### config.mk
export PLATFORM = sky130hd
export DESIGN_NAME = fetch_stage_flat
export DESIGN_NICKNAME = d
export VERILOG_FILES = /design/src/rtl/fetch_stage_if.sv /design/src/rtl/fetch_stage.sv /design/src/flat_wrapper.sv
export SDC_FILE = /design/constraint.sdc
export NUM_CORES = 1
export LEC_CHECK = 0
export CAP_MARGIN = 10
export CORE_UTILIZATION = 39
export DETAILED_ROUTE_END_ITERATION = 10
export PLACE_DENSITY = 0.74
export SYNTH_ARGS = -nofsm -noshare
export SYNTH_HDL_FRONTEND = slang
export SYNTH_SLANG_ARGS = --single-unit
### constraint.sdc
create_clock -name clk -period 1.7 [get_ports clk]
set_input_delay 0.34 -clock clk [delete_from_list [all_inputs] [get_ports clk]]
set_output_delay 0.34 -clock clk [all_outputs]
set_load 0.02 [all_outputs]
### src/rtl/fetch_stage_if.sv
// Instruction-memory request/response bundle between fetch_stage and the instruction memory.
interface fetch_stage_if;
   logic        imem_req;
   logic [15:0] imem_addr;
   logic [15:0] imem_data;
   logic        imem_valid;

   modport master (
      output imem_req,
      output imem_addr,
      input  imem_data,
      input  imem_valid
   );

   modport slave (
      input  imem_req,
      input  imem_addr,
      output imem_data,
      output imem_valid
   );
endinterface

### src/rtl/fetch_stage.sv
// Instruction-fetch stage: owns the PC, issues imem requests and fills the IF/ID register.
// Optional performance counters are enabled by defining FETCH_PERF_CNT_EN.
module fetch_stage #(
   parameter logic [15:0] RESET_PC   = 16'h0000,
   parameter logic [3:0]  HLT_OPCODE = 4'hF
) (
   input  logic        clk,
   input  logic        rst_n,
   input  logic [15:0] pc_next,
   input  logic        stall,
   input  logic        flush,
   input  logic [15:0] redirect_pc,
   fetch_stage_if.master imem,
   output logic [15:0] pc,
   output logic [15:0] fetch_instr,
   output logic        if_id_valid,
   output logic [15:0] if_id_instr,
   output logic [15:0] if_id_pc,
`ifdef FETCH_PERF_CNT_EN
   output logic [15:0] stall_cycles,
   output logic [15:0] flush_count,
`endif
   output logic        halted
);

   typedef enum logic [1:0] {
      FETCH  = 2'd0,
      HOLD   = 2'd1,
      HALTED = 2'd2
   } state_t;

   state_t      state_q, state_d;
   logic [15:0] pc_q, pc_d;
   logic        if_id_valid_q, if_id_valid_d;
   logic [15:0] if_id_instr_q, if_id_instr_d;
   logic [15:0] if_id_pc_q, if_id_pc_d;
   logic        halted_q, halted_d;
   logic        discard_q, discard_d;
   logic [15:0] buffer_q, buffer_d;

   logic        adv_en;
   logic [15:0] adv_word;

   always_ff @(posedge clk or negedge rst_n) begin
      if (!rst_n) begin
         state_q       <= FETCH;
         pc_q          <= RESET_PC;
         if_id_valid_q <= 1'b0;
         if_id_instr_q <= 16'h0000;
         if_id_pc_q    <= 16'h0000;
         halted_q      <= 1'b0;
         discard_q     <= 1'b0;
         buffer_q      <= 16'h0000;
      end else begin
         state_q       <= state_d;
         pc_q          <= pc_d;
         if_id_valid_q <= if_id_valid_d;
         if_id_instr_q <= if_id_instr_d;
         if_id_pc_q    <= if_id_pc_d;
         halted_q      <= halted_d;
         discard_q     <= discard_d;
         buffer_q      <= buffer_d;
      end
   end

   always_comb begin
      state_d       = state_q;
      pc_d          = pc_q;
      if_id_valid_d = if_id_valid_q;
      if_id_instr_d = if_id_instr_q;
      if_id_pc_d    = if_id_pc_q;
      halted_d      = halted_q;
      discard_d     = discard_q;
      buffer_d      = buffer_q;
      adv_en        = 1'b0;
      adv_word      = imem.imem_data;

      unique case (state_q)
         FETCH: begin
            if (imem.imem_valid) begin
               if (discard_q) begin
                  discard_d = 1'b0;
               end else if (stall) begin
                  buffer_d = imem.imem_data;
                  state_d  = HOLD;
               end else begin
                  adv_en = 1'b1;
               end
            end
         end
         HOLD: begin
            if (!stall) begin
               adv_en   = 1'b1;
               adv_word = buffer_q;
               state_d  = FETCH;
            end
         end
         HALTED: begin
            if (!stall) begin
               if_id_valid_d = 1'b0;
            end
         end
         default: state_d = FETCH;
      endcase

      // A HLT word enters IF/ID but freezes the PC instead of taking pc_next.
      if (adv_en) begin
         if_id_valid_d = 1'b1;
         if_id_instr_d = adv_word;
         if_id_pc_d    = pc_q;
         if (adv_word[15:12] == HLT_OPCODE) begin
            state_d  = HALTED;
            halted_d = 1'b1;
         end else begin
            pc_d = pc_next;
         end
      end

      // Redirect overrides everything; an in-flight response must be thrown away when it lands.
      if (flush) begin
         if_id_valid_d = 1'b0;
         pc_d          = redirect_pc;
         state_d       = FETCH;
         halted_d      = 1'b0;
         buffer_d      = 16'h0000;
         discard_d     = (state_q == FETCH) && !imem.imem_valid;
      end
   end

   assign imem.imem_req  = rst_n && (state_q == FETCH);
   assign imem.imem_addr = pc_q;
   assign pc             = pc_q;
   assign fetch_instr    = imem.imem_valid ? imem.imem_data : buffer_q;
   assign if_id_valid    = if_id_valid_q;
   assign if_id_instr    = if_id_instr_q;
   assign if_id_pc       = if_id_pc_q;
   assign halted         = halted_q;

`ifdef FETCH_PERF_CNT_EN
   logic [15:0] stall_cycles_q, stall_cycles_d;
   logic [15:0] flush_count_q, flush_count_d;

   always_ff @(posedge clk or negedge rst_n) begin
      if (!rst_n) begin
         stall_cycles_q <= 16'h0000;
         flush_count_q  <= 16'h0000;
      end else begin
         stall_cycles_q <= stall_cycles_d;
         flush_count_q  <= flush_count_d;
      end
   end

   // Both counters saturate rather than wrap.
   always_comb begin
      stall_cycles_d = stall_cycles_q;
      flush_count_d  = flush_count_q;
      if (((state_q == HOLD) || (stall && if_id_valid_q)) && (stall_cycles_q != 16'hFFFF)) begin
         stall_cycles_d = stall_cycles_q + 16'd1;
      end
      if (flush && (flush_count_q != 16'hFFFF)) begin
         flush_count_d = flush_count_q + 16'd1;
      end
   end

   assign stall_cycles = stall_cycles_q;
   assign flush_count  = flush_count_q;
`endif

endmodule
### src/flat_wrapper.sv
// flat-port wrapper written by rule: the top's interface ports become plain ports
module fetch_stage_flat 
#(
   parameter logic [15:0] RESET_PC   = 16'h0000,
   parameter logic [3:0]  HLT_OPCODE = 4'hF
)
  (clk, rst_n, pc_next, stall, flush, redirect_pc, pc, fetch_instr, if_id_valid, if_id_instr, if_id_pc, halted, imem_imem_req, imem_imem_addr, imem_imem_data, imem_imem_valid);
  fetch_stage_if imem_i ();
  input  logic clk;
  input  logic rst_n;
  input  logic [15:0] pc_next;
  input  logic stall;
  input  logic flush;
  input  logic [15:0] redirect_pc;
  output logic [15:0] pc;
  output logic [15:0] fetch_instr;
  output logic if_id_valid;
  output logic [15:0] if_id_instr;
  output logic [15:0] if_id_pc;
  output logic halted;
  output wire logic [$bits(imem_i.imem_req)-1:0] imem_imem_req;
  output wire logic [$bits(imem_i.imem_addr)-1:0] imem_imem_addr;
  input wire logic [$bits(imem_i.imem_data)-1:0] imem_imem_data;
  input wire logic [$bits(imem_i.imem_valid)-1:0] imem_imem_valid;
  assign imem_imem_req = imem_i.imem_req;
  assign imem_imem_addr = imem_i.imem_addr;
  assign imem_i.imem_data = imem_imem_data;
  assign imem_i.imem_valid = imem_imem_valid;
  fetch_stage #(.RESET_PC(RESET_PC), .HLT_OPCODE(HLT_OPCODE)) u_core (.clk(clk), .rst_n(rst_n), .pc_next(pc_next), .stall(stall), .flush(flush), .redirect_pc(redirect_pc), .imem(imem_i), .pc(pc), .fetch_instr(fetch_instr), .if_id_valid(if_id_valid), .if_id_instr(if_id_instr), .if_id_pc(if_id_pc), .halted(halted));
endmodule
* After elaboration in Yosys (flattened, before gate mapping)
Cells that the tools add are included.
** Cells by class
- Add/subtract/negate cells :: 0
- $mul :: 0
- Divide/modulo/power cells :: 0
- $lt $le $gt $ge :: 0
- Equal/unequal tests :: 6
- Shift-type cells :: 0
- Muxes and demuxes :: 32
- Bitwise operators :: 0
- Reduce and logical (&&, ||, !) cells :: 14
** Operators with widths (number)
- 16-bit two-way mux :: 10
- 2-bit two-way mux :: 7
- 1-bit two-way mux :: 13
- 2-bit AND reduction :: 4
- 2-bit nonzero test :: 4
- 2-bit one-hot mux with 3 select lines :: 1
- 4-bit == test (second input constant) :: 1
- 2-bit inequality test (second input constant) :: 2
- 3-bit by 1-bit inequality test with 1-bit output (second input constant) :: 1
- 3-bit AND reduction :: 1
- 3-bit nonzero test :: 1
- 2-bit by 1-bit == test with 1-bit output (second input constant) :: 1
- 2-bit == test (second input constant) :: 1
- 1-bit logical AND :: 2
- 2-bit zero test :: 1
- 1-bit one-hot mux with 2 select lines :: 1
- 1-bit zero test :: 1
** Word-level totals
- Bits in registers :: 69
- Bits in latches :: 0
- Bits in writable memories :: 0
- ROM bits :: 0
- Output and inout port bits :: 83
- Memories kept :: 0

* Logic depth before layout (Yosys ltp)
- Depth after elaboration :: 7
- Depth in mapped cells :: 7

* Worst setup path before layout
No wires, ideal clock.
- Path type :: input port to flip-flop
- Start point :: in stall
- End point :: reg u_core.pc_q[10], in the netlist u_core.imem.imem_addr[10]
- Setup time :: 0.077 ns
- Arrival :: 1.671 ns
- Data required time :: 1.623 ns
- Setup slack :: -0.049 ns
- Cell stages on the path :: 6
- Cells stage by stage :: buf_6 -> nor3b_4 -> mux2i_1 -> buf_2 -> o21ai_0 -> a21oi_1
** On the way
- Word-level cells in the longest chain between the ends :: 6
- Elaborated cells between the ends (all ways) :: 10
- Classes of those cells :: 2 x eq/ne; 6 x mux; 2 x reduce/logical
** Ends and longest elaborated chain
- start: declaration :: line flat_wrapper.sv:12 : input logic stall;
- 1-bit two-way mux :: line fetch_stage.sv:83, fetch_stage.sv:92
- 1-bit two-way mux :: line fetch_stage.sv:81 : if (discard_q) begin
- 1-bit two-way mux :: line fetch_stage.sv:80 : if (imem.imem_valid) begin
- 1-bit one-hot mux with 2 select lines :: line fetch_stage.sv:78 : unique case (state_q)
- 2-bit nonzero test (no source line)
- 2-bit AND reduction (no source line) (*)
- end signal: assignment :: line fetch_stage.sv:56 : pc_q <= pc_d;
- end: declaration :: line fetch_stage.sv:33 : logic [15:0] pc_q, pc_d;
Mark *: on every way between the ends. The rest lies on a longest branch, timed or not.
A chain may end at the register's enable or synchronous reset.

* Final worst setup path
- Start point :: reg u_core.if_id_instr_q[9], in the netlist u_core.if_id_instr[9]
- End point :: out if_id_instr[9]
** RTL lines
- start: declaration :: line fetch_stage.sv:35 : logic [15:0] if_id_instr_q, if_id_instr_d;
- start signal: assignment :: line fetch_stage.sv:58 : if_id_instr_q <= if_id_instr_d;
- end: declaration :: line flat_wrapper.sv:18 : output logic [15:0] if_id_instr;
No word-level cell between the ends.

==> impl_results.md <==
- Outcome: finished clean
- Cell family with most CP delay: buffers and inverters
- P_leak: 2.556 nW
- Post-route setup slack: 0.02585 ns
- YS warnings: 0
- Fin Clk Skew: 0.009753 ns
- Die Wd: 94.66 um
- Total grt overflow: 0
- Antenna violations before repair: 2
- CTS Sinks: 69
- Compound-gate portion of the synthesized area: 0.1839
- Mapped Cells: 349
- Proportion of synthesized area in mux cells: 0.07623
- Simple-gate area share of the yosys netlist: 0.1521
- Clk_lat worst skew: 0.33 ns
- CP required: 1.36 ns
- Yosys top cell by area: dfrtp_1
- Worst R2R End: u_core.imem.imem_addr[5]$_DFFE_PN0P_
- Crit share post-route: 0.9848
- Worst R2R Start: u_core.buffer_q[15]$_DFFE_PN0P_
- Setup crit start kind: flip-flop
- Primary FF master, synth: dfrtp_1
- Hpwl dp: 6.569 mm
- Pre-CTS setup slack: -0.5529 ns
- FF+latch count, synth: 69
- Clk root buf: clkbuf_8
- Count leader, synth: nand2_1
- Tot Pwr: 5.439 mW
- First-pass GRT wire length: 15.57 mm
- Final-report setup violation count: 0
- Flop-to-flop setup slack: 0.03 ns
- Adder-Cell Fraction of Synth Area: 0
- Area Growth Syn to Fin: 63.49%
- Placeable Area: 8258 um^2
- Vias in the first global route: 3065
- WL/cell: 16.76 um
- Top cells by area, synth: dfrtp_1 52%, nand2_1 9.6%, o22a_1 6.3%
- WS Path Type: reg -> out
- DRC viols: 0
- Pwr Density: 993.5 nW/um^2
- Worst slew pin tran: 0.8675 ns
- Post-synthesis async set-or-reset flop share: 1.000
- List of most frequent post-synthesis cells: 86 x nand2_1, 69 x dfrtp_1, 36 x a21oi_1
- Min-Delay Path Class: in -> async
- Cell Chain, Critical Path: clkdlybuf4s50_1
- Die Area: 8960 um^2
- Synthesized cell area: 3348 um^2
- Final Hold Fails: 0
- Die Y: 94.66 um
- Synth Area per Inst: 9.594 um^2
- Largest net degree at the start of global routing: 70
- Post-Route WL: 10.34 mm
- Max VDD drop: 0.5176 mV
- Max-cap violation count: 0
- Cts hold-fix bufs: 0
- Worst setup EP type: output port
- Vias/cell: 5.293
- Worst-path clk slew: 0.08 ns
- Slew Limit Fails: 0
- Largest fanout on the critical path: 2
- Min Clock Period, post-route: 1.674 ns
- Total number of vias: 3266
- Clock tree buffer depth: 2
- Total CTS buffers: 9
- Initial core utilization: 0.4055
- Max-slew headroom: 0.4217
- Xor-xnor portion of the synthesized cell area: 0
- Critical path buffers and inverters: 1
- Final Cell Area: 5474 um^2
- Nets: 558
- Worst R2R Path Depth: 5
- Dpl cell area: 5021 um^2
- Slowest cell on the critical path: clkdlybuf4s50_1
- Number of H-tree levels: 3
- First DRT Iteration DRCs: 111
- Yosys cell types: 25
- Register area share after synthesis: 0.5157
- Layout cells sized above 1: 0.2098
- Port bufs: 135
- DRT Pass-1 Iters: 4
- Largest family of logic cells by synthesized area: compound AO/OA/AOI/OAI gates
- Syn Nets: 402
- Highest clock rate: 0.5973 GHz
- All-Layer GR Usage: 0.2267
- Top-area cell type share of the netlist area: 0.5157
- Worst EP arrival: 1.33 ns
- CP Depth: 1
- I/O pins: 136
- Worst stage delay on the critical path: 0.62 ns
- CTS tree: built
- Number of synthesized flops with an enable pin: 0
- Routability cong.: 0.7999
- # rows: 33
- Remaining antenna violation count: 0
==> power by group <==
part           internal [mW]  switching, mW  total [mW]
sequential              1.89          0.168        2.06
combinational          0.876          0.900        1.78
clock                  0.976          0.629        1.60
total                   3.74           1.70        5.44
==> how the worst max path moves through the flow <==
stage	startpoint	endpoint	slack, ns
4_1_cts	u_core.imem.imem_addr[6]$_DFFE_PN0P_	pc[6]	0.0006
3_3_place_gp	imem_imem_valid	fetch_instr[15]	-0.53
2_1_floorplan	stall	u_core.imem.imem_addr[10]$_DFFE_PN0P_	0.008
6_report	u_core.if_id_instr[9]$_DFFE_PN0P_	if_id_instr[9]	0.03
3_5_place_dp	imem_imem_valid	fetch_instr[10]	-0.55
5_1_grt	u_core.buffer_q[15]$_DFFE_PN0P_	u_core.imem.imem_addr[11]$_DFFE_PN0P_	-0.04
==> placed cells by master (no fill, tap or decap), types with 2 or more instances in the layout <==
cell type        synthesis  routed
buf_6                    2       4
a31oi_4                  0       4
a31oi_1                 16      11
buf_12                   0       7
o21ai_0                 21      20
dlymetal6s2s_1           0      28
nand2_1                 86      86
clkdlybuf4s15_1          0       8
nand2b_1                 3       3
clkbuf_8                 0       9
nor2b_1                 16      16
dfrtp_1                 69      68
a21oi_1                 36      36
mux2_2                  16      17
clkdlybuf4s15_2          0       5
buf_2                    7       7
buf_4                   16      38
mux2i_1                  6       5
dlygate4sd2_1            0      18
clkdlybuf4s50_1          0      69
o22a_1                  24      24
bufinv_16                0       3
diode_2                  0       2
nand4_1                  2       2
nor2_1                   3       2
==> cell type report <==
type                            instances  area, um^2
Clock buffer                           10       127.6
Sequential cell                        69        1728
Clock inverter                          6       111.4
Antenna cell                            2       5.005
Tap cell                              105       131.4
Timing Repair Buffer                  186        1893
Fill cell                             623        2784
Multi-Input combinational cell        239        1478
==> what timing repair did <==
action	4_1_cts	5_1_grt
gates resized for setup	62	55
setup endpoints to repair	36	40
pin swaps	0	9
gates cloned	1	2
setup buffers	0	3
==> cell families after synthesis <==
group                  count (synthesis)
AO/OA/AOI/OAI                        100
buffers and inverters                 42
flip-flops                            69
multiplexers                          23
AND/OR/NAND/NOR                      115
==> state kept, by name, indices dropped and copies added, names as in the netlist <==
signal	cells
u_core.discard_q	1
u_core.imem.imem_addr	16
u_core.state_q	2
u_core.if_id_pc	16
u_core.if_id_instr	16
u_core.buffer_q	16
u_core.halted	1
u_core.if_id_valid	1
==> stage by stage <==
step                      utilization  instances  hold WS [ns]  setup TNS (ns)
final                          0.6629        617        0.2407               0
after global routing           0.6626        616        0.3178         -0.3855
after CTS                      0.6348        610        0.2585               0
after detailed placement       0.6080        593        0.4603          -25.63
after global placement         0.6080        593        0.4550          -23.63
after floorplan                     -        349       0.04441               0
==> metal layers <==
metal	global-route usage	vias to the layer above	part of all wire
met5	0	-	0
met2	0.3789	143	0.49
met3	0.05556	17	0.084
met4	0.08712	0	0.015
met1	0.2823	1589	0.41
li1	-	1517	-
No activity file was read; power rests on OpenSTA's default activity.
